--- config.mk ---
export PLATFORM = sky130hd
export DESIGN_NAME = dvi_receiver_flat
export DESIGN_NICKNAME = d
export VERILOG_FILES = /design/src/rtl/dvi_receiver_if.sv /design/src/rtl/dvi_receiver.sv /design/src/flat_wrapper.sv
export SDC_FILE = /design/constraint.sdc
export NUM_CORES = 1
export LEC_CHECK = 0
export CORE_MARGIN = 2
export CORE_UTILIZATION = 51
export CTS_BUF_LIST = sky130_fd_sc_hd__clkbuf_8
export DETAILED_ROUTE_END_ITERATION = 10
export PLACE_DENSITY = 0.8
export SYNTH_ARGS = -nofsm -noshare
export SYNTH_HDL_FRONTEND = slang
export SYNTH_SLANG_ARGS = --single-unit
export TNS_END_PERCENT = 1
--- constraint.sdc ---
create_clock -name clk_pixel -period 2.27 [get_ports clk_pixel]
set_input_delay 0.227 -clock clk_pixel [delete_from_list [all_inputs] [get_ports clk_pixel]]
set_output_delay 0.227 -clock clk_pixel [all_outputs]
set_load 0.1 [all_outputs]
--- src/rtl/dvi_receiver_if.sv ---
// Receive-side bundle: word-aligned TMDS symbols in, decoded video, coordinates and link status out.
interface dvi_receiver_if;
  logic [9:0]  tmds_r;
  logic [9:0]  tmds_g;
  logic [9:0]  tmds_b;
  logic [23:0] rgb_data;
  logic        hsync;
  logic        vsync;
  logic        active;
  logic [9:0]  xpos;
  logic [9:0]  ypos;
  logic        line_end;
  logic        frame_end;
  logic        locked;
  logic        symbol_error;

  modport master (
    output tmds_r, tmds_g, tmds_b,
    input  rgb_data, hsync, vsync, active, xpos, ypos,
    input  line_end, frame_end, locked, symbol_error
  );

  modport slave (
    input  tmds_r, tmds_g, tmds_b,
    output rgb_data, hsync, vsync, active, xpos, ypos,
    output line_end, frame_end, locked, symbol_error
  );
endinterface

--- src/rtl/dvi_receiver.sv ---
// TMDS to RGB receiver: decodes three symbol streams, tracks link lock and regenerates
// pixel coordinates and line/frame strobes, all one register stage behind the input.
//
// state  | meaning
// HUNT   | counting consecutive clean blanking cycles; video outputs and coordinates held at 0
// LOCKED | link valid; video, coordinates and strobes driven; mismatch errors counted per frame
module dvi_receiver #(
  parameter int unsigned LOCK_COUNT      = 16,
  parameter int unsigned ERR_LIMIT       = 8,
  parameter bit          SYNC_ACTIVE_LOW = 1'b1
) (
  input  logic          clk_pixel,
  input  logic          n_reset,
  dvi_receiver_if.slave rx
);
  localparam int unsigned LW    = (LOCK_COUNT > 1) ? $clog2(LOCK_COUNT) : 1;
  localparam logic        VS_ON = SYNC_ACTIVE_LOW ? 1'b0 : 1'b1;

  typedef enum logic {HUNT, LOCKED} state_t;

  function automatic logic is_ctrl(input logic [9:0] sym);
    return (sym == 10'h354) || (sym == 10'h0AB) || (sym == 10'h154) || (sym == 10'h2AB);
  endfunction

  function automatic logic [1:0] ctrl_bits(input logic [9:0] sym);
    logic [1:0] c;
    case (sym)
      10'h0AB: c = 2'b01;
      10'h154: c = 2'b10;
      10'h2AB: c = 2'b11;
      default: c = 2'b00;
    endcase
    return c;
  endfunction

  function automatic logic [7:0] tmds_decode(input logic [9:0] sym);
    logic [7:0] q;
    logic [7:0] d;
    q    = sym[9] ? ~sym[7:0] : sym[7:0];
    d[0] = q[0];
    for (int i = 1; i < 8; i++) d[i] = sym[8] ? (q[i] ^ q[i-1]) : ~(q[i] ^ q[i-1]);
    return d;
  endfunction

  state_t          state_q, state_d;
  logic [LW-1:0]   lock_cnt_q, lock_cnt_d;
  logic [3:0]      err_cnt_q, err_cnt_d, err_inc;
  logic [23:0]     rgb_q, rgb_d;
  logic            hsync_q, hsync_d, vsync_q, vsync_d, vs_prev_q;
  logic            active_q, active_d, line_end_q, line_end_d;
  logic            frame_end_q, frame_end_d, sym_err_q, sym_err_d;
  logic [9:0]      xpos_q, xpos_d, ypos_q, ypos_d;
  logic            ctl_r, ctl_g, ctl_b, is_data, is_blank, is_err, lock_d;

  assign ctl_r    = is_ctrl(rx.tmds_r);
  assign ctl_g    = is_ctrl(rx.tmds_g);
  assign ctl_b    = is_ctrl(rx.tmds_b);
  assign is_data  = ~ctl_r & ~ctl_g & ~ctl_b;
  assign is_blank = ctl_r & ctl_g & ctl_b;
  assign is_err   = ~is_data & ~is_blank;
  assign err_inc  = (err_cnt_q == 4'hF) ? err_cnt_q : err_cnt_q + 4'd1;

  always_comb begin
    state_d     = state_q;
    lock_cnt_d  = lock_cnt_q;
    err_cnt_d   = err_cnt_q;
    rgb_d       = rgb_q;
    hsync_d     = hsync_q;
    vsync_d     = vsync_q;
    xpos_d      = xpos_q;
    ypos_d      = ypos_q;

    case (state_q)
      HUNT: begin
        lock_cnt_d = '0;
        if (is_blank) begin
          if (lock_cnt_q == LW'(LOCK_COUNT - 1)) state_d = LOCKED;
          else lock_cnt_d = lock_cnt_q + LW'(1);
        end
      end
      LOCKED: if (is_err && (32'(err_inc) >= ERR_LIMIT)) state_d = HUNT;
      default: state_d = HUNT;
    endcase
    lock_d = (state_d == LOCKED);

    // Error cycles keep the previous sync levels; only clean blanking updates them.
    if (is_blank) {vsync_d, hsync_d} = ctrl_bits(rx.tmds_b);

    sym_err_d   = is_err;
    active_d    = lock_d & is_data;
    line_end_d  = lock_d & active_q & ~is_data;
    frame_end_d = lock_d & (vsync_d == VS_ON) & (vs_prev_q != VS_ON);

    if (!lock_d) rgb_d = '0;
    else if (is_data) rgb_d = {tmds_decode(rx.tmds_r), tmds_decode(rx.tmds_g), tmds_decode(rx.tmds_b)};

    if (!active_d || !active_q) xpos_d = '0;
    else if (xpos_q != '1) xpos_d = xpos_q + 10'd1;

    if (!lock_d || (state_q == HUNT) || frame_end_d) begin
      ypos_d    = '0;
      err_cnt_d = '0;
    end else begin
      if (line_end_d && (ypos_q != '1)) ypos_d = ypos_q + 10'd1;
      if (is_err) err_cnt_d = err_inc;
    end
  end

  always_ff @(posedge clk_pixel or negedge n_reset) begin
    if (!n_reset) begin
      state_q     <= HUNT;
      lock_cnt_q  <= '0;
      err_cnt_q   <= '0;
      rgb_q       <= '0;
      hsync_q     <= 1'b0;
      vsync_q     <= 1'b0;
      vs_prev_q   <= VS_ON;
      active_q    <= 1'b0;
      line_end_q  <= 1'b0;
      frame_end_q <= 1'b0;
      sym_err_q   <= 1'b0;
      xpos_q      <= '0;
      ypos_q      <= '0;
    end else begin
      state_q     <= state_d;
      lock_cnt_q  <= lock_cnt_d;
      err_cnt_q   <= err_cnt_d;
      rgb_q       <= rgb_d;
      hsync_q     <= hsync_d;
      vsync_q     <= vsync_d;
      vs_prev_q   <= vsync_d;
      active_q    <= active_d;
      line_end_q  <= line_end_d;
      frame_end_q <= frame_end_d;
      sym_err_q   <= sym_err_d;
      xpos_q      <= xpos_d;
      ypos_q      <= ypos_d;
    end
  end

  assign rx.rgb_data     = rgb_q;
  assign rx.hsync        = hsync_q;
  assign rx.vsync        = vsync_q;
  assign rx.active       = active_q;
  assign rx.xpos         = xpos_q;
  assign rx.ypos         = ypos_q;
  assign rx.line_end     = line_end_q;
  assign rx.frame_end    = frame_end_q;
  assign rx.locked       = (state_q == LOCKED);
  assign rx.symbol_error = sym_err_q;
endmodule
--- src/flat_wrapper.sv ---
// flat-port wrapper written by rule: the top's interface ports become plain ports
module dvi_receiver_flat 
#(
  parameter int unsigned LOCK_COUNT      = 16,
  parameter int unsigned ERR_LIMIT       = 8,
  parameter bit          SYNC_ACTIVE_LOW = 1'b1
)
  (clk_pixel, n_reset, rx_tmds_r, rx_tmds_g, rx_tmds_b, rx_rgb_data, rx_hsync, rx_vsync, rx_active, rx_xpos, rx_ypos, rx_line_end, rx_frame_end, rx_locked, rx_symbol_error);
  dvi_receiver_if rx_i ();
  input  logic clk_pixel;
  input  logic n_reset;
  input wire logic [$bits(rx_i.tmds_r)-1:0] rx_tmds_r;
  input wire logic [$bits(rx_i.tmds_g)-1:0] rx_tmds_g;
  input wire logic [$bits(rx_i.tmds_b)-1:0] rx_tmds_b;
  output wire logic [$bits(rx_i.rgb_data)-1:0] rx_rgb_data;
  output wire logic [$bits(rx_i.hsync)-1:0] rx_hsync;
  output wire logic [$bits(rx_i.vsync)-1:0] rx_vsync;
  output wire logic [$bits(rx_i.active)-1:0] rx_active;
  output wire logic [$bits(rx_i.xpos)-1:0] rx_xpos;
  output wire logic [$bits(rx_i.ypos)-1:0] rx_ypos;
  output wire logic [$bits(rx_i.line_end)-1:0] rx_line_end;
  output wire logic [$bits(rx_i.frame_end)-1:0] rx_frame_end;
  output wire logic [$bits(rx_i.locked)-1:0] rx_locked;
  output wire logic [$bits(rx_i.symbol_error)-1:0] rx_symbol_error;
  assign rx_i.tmds_r = rx_tmds_r;
  assign rx_i.tmds_g = rx_tmds_g;
  assign rx_i.tmds_b = rx_tmds_b;
  assign rx_rgb_data = rx_i.rgb_data;
  assign rx_hsync = rx_i.hsync;
  assign rx_vsync = rx_i.vsync;
  assign rx_active = rx_i.active;
  assign rx_xpos = rx_i.xpos;
  assign rx_ypos = rx_i.ypos;
  assign rx_line_end = rx_i.line_end;
  assign rx_frame_end = rx_i.frame_end;
  assign rx_locked = rx_i.locked;
  assign rx_symbol_error = rx_i.symbol_error;
  dvi_receiver #(.LOCK_COUNT(LOCK_COUNT), .ERR_LIMIT(ERR_LIMIT), .SYNC_ACTIVE_LOW(SYNC_ACTIVE_LOW)) u_core (.clk_pixel(clk_pixel), .n_reset(n_reset), .rx(rx_i));
endmodule
## Word level (Yosys, flattened, before mapping)

Cells that the tools add are included.

| word-level totals | value |
|---|---|
| bits in registers | 59 |
| input bits | 32 |
| output and inout port bits | 51 |
| word-level logic and storage cells | 157 |

| operators by class | value |
|---|---|
| $add $sub $neg | 4 |
| order comparisons | 1 |
| eq/ne operators | 17 |
| mux-type cells | 41 |
| bitwise logic cells | 62 |
| reduce and logical (&&, ||, !) cells | 20 |

Operators by type and width:

| cell | count |
|---|---|
| $eq 10x10->1 const B | 6 |
| $mux 24 | 2 |
| $mux 10 | 4 |
| $eq 10x8->1 const B | 3 |
| $eq 10x9->1 const B | 3 |
| $not 1->1 | 28 |
| $mux 1 | 25 |
| $mux 8 | 3 |
| $not 8->8 | 3 |
| $xor 1x1->1 | 21 |
| $add 10x1->10 const B | 2 |
| $mux 4 | 5 |
| $ne 10x10->1 const B | 2 |
| $logic_or 1x1->1 | 12 |
| $and 1x1->1 | 10 |
| $add 4x1->4 const B | 2 |
| $eq 4x4->1 const B | 2 |
| $pmux 2 s3 | 1 |
| $reduce_bool 2->1 | 3 |
| $ge 4x4->1 const B | 1 |
| $logic_not 1->1 | 3 |
| $logic_and 1x1->1 | 2 |
| $ne 2x2->1 const B | 1 |
| $pmux 1 s2 | 1 |

## Logic depth before layout (Yosys ltp)

Gate-level depths: netlist of the first run.

| logic depth | value |
|---|---|
| depth in word-level cells | 17 |
| gate-level depth with buffers | 10 |
| mapped depth without buffers | 10 |

## Worst setup path after synthesis of the first run

No wires, ideal clock.

| timing path | value |
|---|---|
| path kind | register to register |
| start point | register u_core.ypos_q[0] (netlist: u_core.rx.ypos[0]) |
| end point | register u_core.ypos_q[7] (netlist: u_core.rx.ypos[7]) |
| library setup time | 73 ps |
| arrival time | 2,452 ps |
| required time | 2,197 ps |
| setup slack | -255 ps |
| cell stages (with the launch flop) | 10 |
| buffers on the path | 1 |
| period minus slack after synthesis | 2,525 ps |
| cells stage by stage | dfrtp_1 -> ha_1 -> nand4_1 -> nor4_1 -> nand3_1 -> nand2_1 -> a21oi_2 -> buf_6 -> a21o_1 -> a21oi_2 |

| on the way | value |
|---|---|
| cells in the longest elaborated chain, start to end | 3 |

RTL lines:

| element | line | RTL |
|---|---|---|
| from (decl) | dvi_receiver.sv:52 | `logic [9:0] xpos_q, xpos_d, ypos_q, ypos_d;` |
| from (signal assigned) | dvi_receiver.sv:137 | `ypos_q <= ypos_d;` |
| $add 10x1->10 / $ne 10x10->1 (equally long branches) | dvi_receiver.sv:104 | `if (line_end_d && (ypos_q != '1)) ypos_d = ypos_q + 10'd1;` |
| $mux 10 / $logic_and 1x1->1 (equally long branches) | dvi_receiver.sv:104 |  |
| $mux 10 / $reduce_bool 2->1 (equally long branches) | -- |  |

Several ways; a longest one is shown, not always the timed one. The select of a mux whose other input is x is not followed.
A chain may end at the register's enable or synchronous reset.

## Final worst setup path of the first run

| timing path | value |
|---|---|
| start point | input rx_tmds_g[4] |
| end point | register u_core.ypos_q[3] (netlist: u_core.rx.ypos[3]) |

| on the way | value |
|---|---|
| cells in the longest elaborated chain, start to end | 16 |

RTL lines:

| element | line | RTL |
|---|---|---|
| from (decl) | flat_wrapper.sv:13 | `input wire logic [$bits(rx_i.tmds_g)-1:0] rx_tmds_g;` |
| $eq 10x10->1 / $eq 10x8->1 (equally long branches) | dvi_receiver.sv:22 | `return (sym == 10'h354) \|\| (sym == 10'h0AB) \|\| (sym == 10'h154) \|\| (sym == 10'h2AB);` |
| $logic_or 1x1->1 (2 in a row) | dvi_receiver.sv:22 |  |
| $logic_or 1x1->1 * | dvi_receiver.sv:22 |  |
| $not 1->1 | dvi_receiver.sv:58 | `assign is_data = ~ctl_r & ~ctl_g & ~ctl_b;` |
| $and 1x1->1 (2 in a row) | dvi_receiver.sv:58 |  |
| $not 1->1 | dvi_receiver.sv:60, dvi_receiver.sv:91 |  |
| $and 1x1->1 | dvi_receiver.sv:60 | `assign is_err = ~is_data & ~is_blank;` |
| $logic_and 1x1->1 | dvi_receiver.sv:81 | `LOCKED: if (is_err && (32'(err_inc) >= ERR_LIMIT)) state_d = HUNT;` |
| $mux 1 | dvi_receiver.sv:81 |  |
| $pmux 1 s2 | dvi_receiver.sv:73 | `case (state_q)` |
| $and 1x1->1, or another cell as far along (2 in a row) | dvi_receiver.sv:92 | `frame_end_d = lock_d & (vsync_d == VS_ON) & (vs_prev_q != VS_ON);` |
| $logic_or 1x1->1 / $logic_and 1x1->1 (equally long branches) | dvi_receiver.sv:100, dvi_receiver.sv:104 |  |
| $mux 10 / $reduce_bool 2->1 (equally long branches) | -- |  |

Every way passes the cells marked *; elsewhere a longest branch is shown, timed or not.

==> impl_results.md, run 1 <==
* Vias in the first global route at 2685
* Synth area leader: dfrtp_1
* R2r setup slk at 0.12 ns
* Post-DP HPWL at 5620 µm
* Period minus WS final at 2.22 ns
* First-pass detailed-route iteration total at 4
* Power Density at 513 nW/µm²
* Clock transition at path regs at 0.07 ns
* Drt wl/cell at 14.3 µm
* Root Buffer Master: clkbuf_8
* CP Cell Sequence: clkdlybuf4s50_1 > nand4bb_1 > or4_4 > a221o_1 > o21ai_2 > o21ai_2 > o21bai_4 > buf_12 > a21oi_1
* Core region area at 6310 µm²
* Outcome: completed
* Clock Latency Late Sink at 0.34 ns
* Worst hold endpoint: u_core.rx.rgb_data[14]
* Dpl cell area at 4430 µm²
* Slew Limit Fails at 0
* GP Congestion at 0.793
* Tot Pwr at 2460 µW
* Post-Route WL at 7560 µm
* Initial antenna violation count at 0
* RSZ-0062 raised after global routing: yes
* Drt via density at 5.25
* Syn-to-layout area delta at 43.8%
* Finished Cell Area at 4790 µm²
* Reg2reg end: u_core.rx.rgb_data[13]
* Worst min-delay path startpoint: rx_tmds_g[5]
* Fmax at 451 MHz
* CTS tree: yes
* DRT antenna net count at 0
* CP most frequent cell: o21ai_2
* Synth top area share at 0.444
* Via count at 2774
* Worst r2r src: u_core.err_cnt_q[0]
* Period utilization at 0.977
* Cell count after synthesis at 314
* Seq cells post-synth at 59
* Maxcap violations at 0
* Hold Vio Cnt, Final at 0
* Final setup vio count at 0
* PortBufs at 82
* Synth unique cells at 46
* Total Routing Usage GR at 0.218
* DIE AREA at 7190 µm²
* Crit path arrival time at 2.47 ns
* Crit-path max FO at 8
* Most common cell after layout, fill and taps aside: buf_4
* Cell Count, Final, Fillers Out at 528
* Largest net degree at the start of global routing at 60
* Slowest stage delay, CP at 0.49 ns
* Peak supply drop at 0.388 mV
* Clk buf depth at 2
* Critical Path End Type: register
* CP required at 2.53 ns
* Syn Nets at 366
* Inserted Diodes at 0
* H-tree Lvls at 3
* Critical path type: input pin to register
* Nets at 498
* Total CTS buffers at 9
* Grt total ovfl at 0
* DR DRC count at 0
* P_leak at 0.00239 µW
* I/O pin total at 83
* Asr flop ratio synth at 1.00
* # rows at 29
* Synth area leaders: dfrtp_1, ha_1, a22o_1, xnor2_1, xor2_1
* Initial DRC Count at 93
* Hold Path Class: input pin to register
* Slew HR at 0.691
* Seq/Total Area, Yosys at 0.444
* Most frequent cells in the layout: buf_4, dfrtp_1, inv_1, a22o_1, clkdlybuf4s50_1
* Worst-Margin Slew at 0.460 ns
* Syn Area/Cell at 10.6 µm²
* R2R cell count at 7
* Critical path launch point type: input pin
* Main synth FF type: dfrtp_1
* Setup Skew at 0.0108 ns
* Inst Count DP at 507
* Die Wd at 84.8 µm
* Post-Syn Area at 3330 µm²
* Slowest-stage cell, CP: or4_4
* Post-synth EDFFs at 0
* Synth warn at 0
* First-pass GRT wire length at 12600 µm
* Die H at 84.8 µm
* Initial Util at 0.527
* Clock Sinks at 59
* Hold path cells at 3
* Share of layout cells above drive strength 1 at 0.341
-- metal layers --
metal	GRT usage	part of all wire	up-vias
li1	-	-	1376
met1	0.301	0.46	1332
met2	0.347	0.49	56
met3	0.0423	0.036	10
met4	0.0736	0.015	0
met5	0	0	-
-- per-stage QoR --
stage / hold slack (ns) / util / setup WS (ns) / setup TNS, ns
5_1_grt: 0.360 / 0.758 / -0.0828 / -1.63
2_1_floorplan: -0.0686 / - / 0.0260 / 0
3_3_place_gp: 0.251 / 0.702 / -0.300 / -9.56
6_report: 0.339 / 0.758 / 0.0528 / 0
3_5_place_dp: 0.254 / 0.702 / -0.353 / -11.26
4_1_cts: 0.430 / 0.742 / 0.00897 / 0
-- flip-flops by register name, summed over array words and instances, names as in the netlist --
signal and flops:
u_core.rx.rgb_data 24, u_core.rx.xpos 10, u_core.rx.ypos 10, u_core.err_cnt_q 4, u_core.lock_cnt_q 4, u_core.rx.active 1, u_core.rx.frame_end 1, u_core.rx.hsync 1
u_core.rx.line_end 1, u_core.rx.locked 1, u_core.rx.symbol_error 1, u_core.rx.vsync 1
-- final cells by class --
type | count | area (µm²)
timing repair buffer | 132 | 1140
inverter | 25 | 93.8
clock inverter | 6 | 104
multi-input combinational | 219 | 1730
sequential | 59 | 1490
fill | 448 | 1530
tap | 77 | 96.3
clock buffer | 10 | 138
-- power breakdown --
group / internal, µW / switching (µW) / total, µW
Combinational: 137 / 105 / 242
Clock: 752 / 411 / 1160
Sequential: 1050 / 0.0507 / 1050
Total: 1940 / 516 / 2460
-- how the worst max path moves through the flow --
stage	end	start	slack, ns	cells past startpoint
after floorplan	u_core.rx.xpos[6]	u_core.rx.xpos[0]	0.03	6
after global placement	u_core.rx.ypos[1]	rx_tmds_g[5]	-0.30	9
after detailed placement	u_core.err_cnt_q[1]	rx_tmds_g[5]	-0.35	10
after CTS	u_core.err_cnt_q[1]	rx_tmds_g[5]	0.009	10
after global routing	u_core.rx.ypos[8]	rx_tmds_r[7]	-0.08	10
final	u_core.rx.ypos[3]	rx_tmds_g[4]	0.05	9
-- kinds of logic after synthesis --
logic type | after synthesis | share of synthesized area
adder cells (fa/ha/maj) | 20 | 0.0752
AO/OA/AOI/OAI | 70 | 0.169
multiplexers | 6 | 0.0188
XOR/XNOR | 40 | 0.105
AND/OR/NAND/NOR | 83 | 0.140
buffers and inverters | 36 | 0.0481
flip-flops | 59 | 0.444
-- synthesized netlist by cell type (6+ instances only) --
| master | instances |
|---|---|
| a21o_1 | 6 |
| a21oi_1 | 9 |
| a22o_1 | 24 |
| and3_1 | 8 |
| dfrtp_1 | 59 |
| ha_1 | 20 |
| inv_1 | 25 |
| nand2_1 | 14 |
| nand3_1 | 17 |
| nor2_1 | 10 |
| nor2_2 | 6 |
| o21ai_0 | 9 |
| xnor2_1 | 21 |
| xor2_1 | 19 |
-- what timing repair did --
action,in CTS,in global routing
buffers inserted,0,4
hold buffers,1,0
endpoints found under the setup margin,0,38
resized for setup,0,19
endpoints found under the hold margin,59,0
-- critical path, delay by kind of cell --
family,cells,cell delay [ns]
AO/OA/AOI/OAI,5,0.94
buffers and inverters,2,0.61
AND/OR/NAND/NOR,2,0.70
Note: power is estimated with default switching activity, not from simulation.
==> inputs of run 2 (changes only) <==
- CAP_MARGIN: not set -> 20
==> results of run 2 <==
The final DEF is identical to that of run 1; final timing and power are the same.
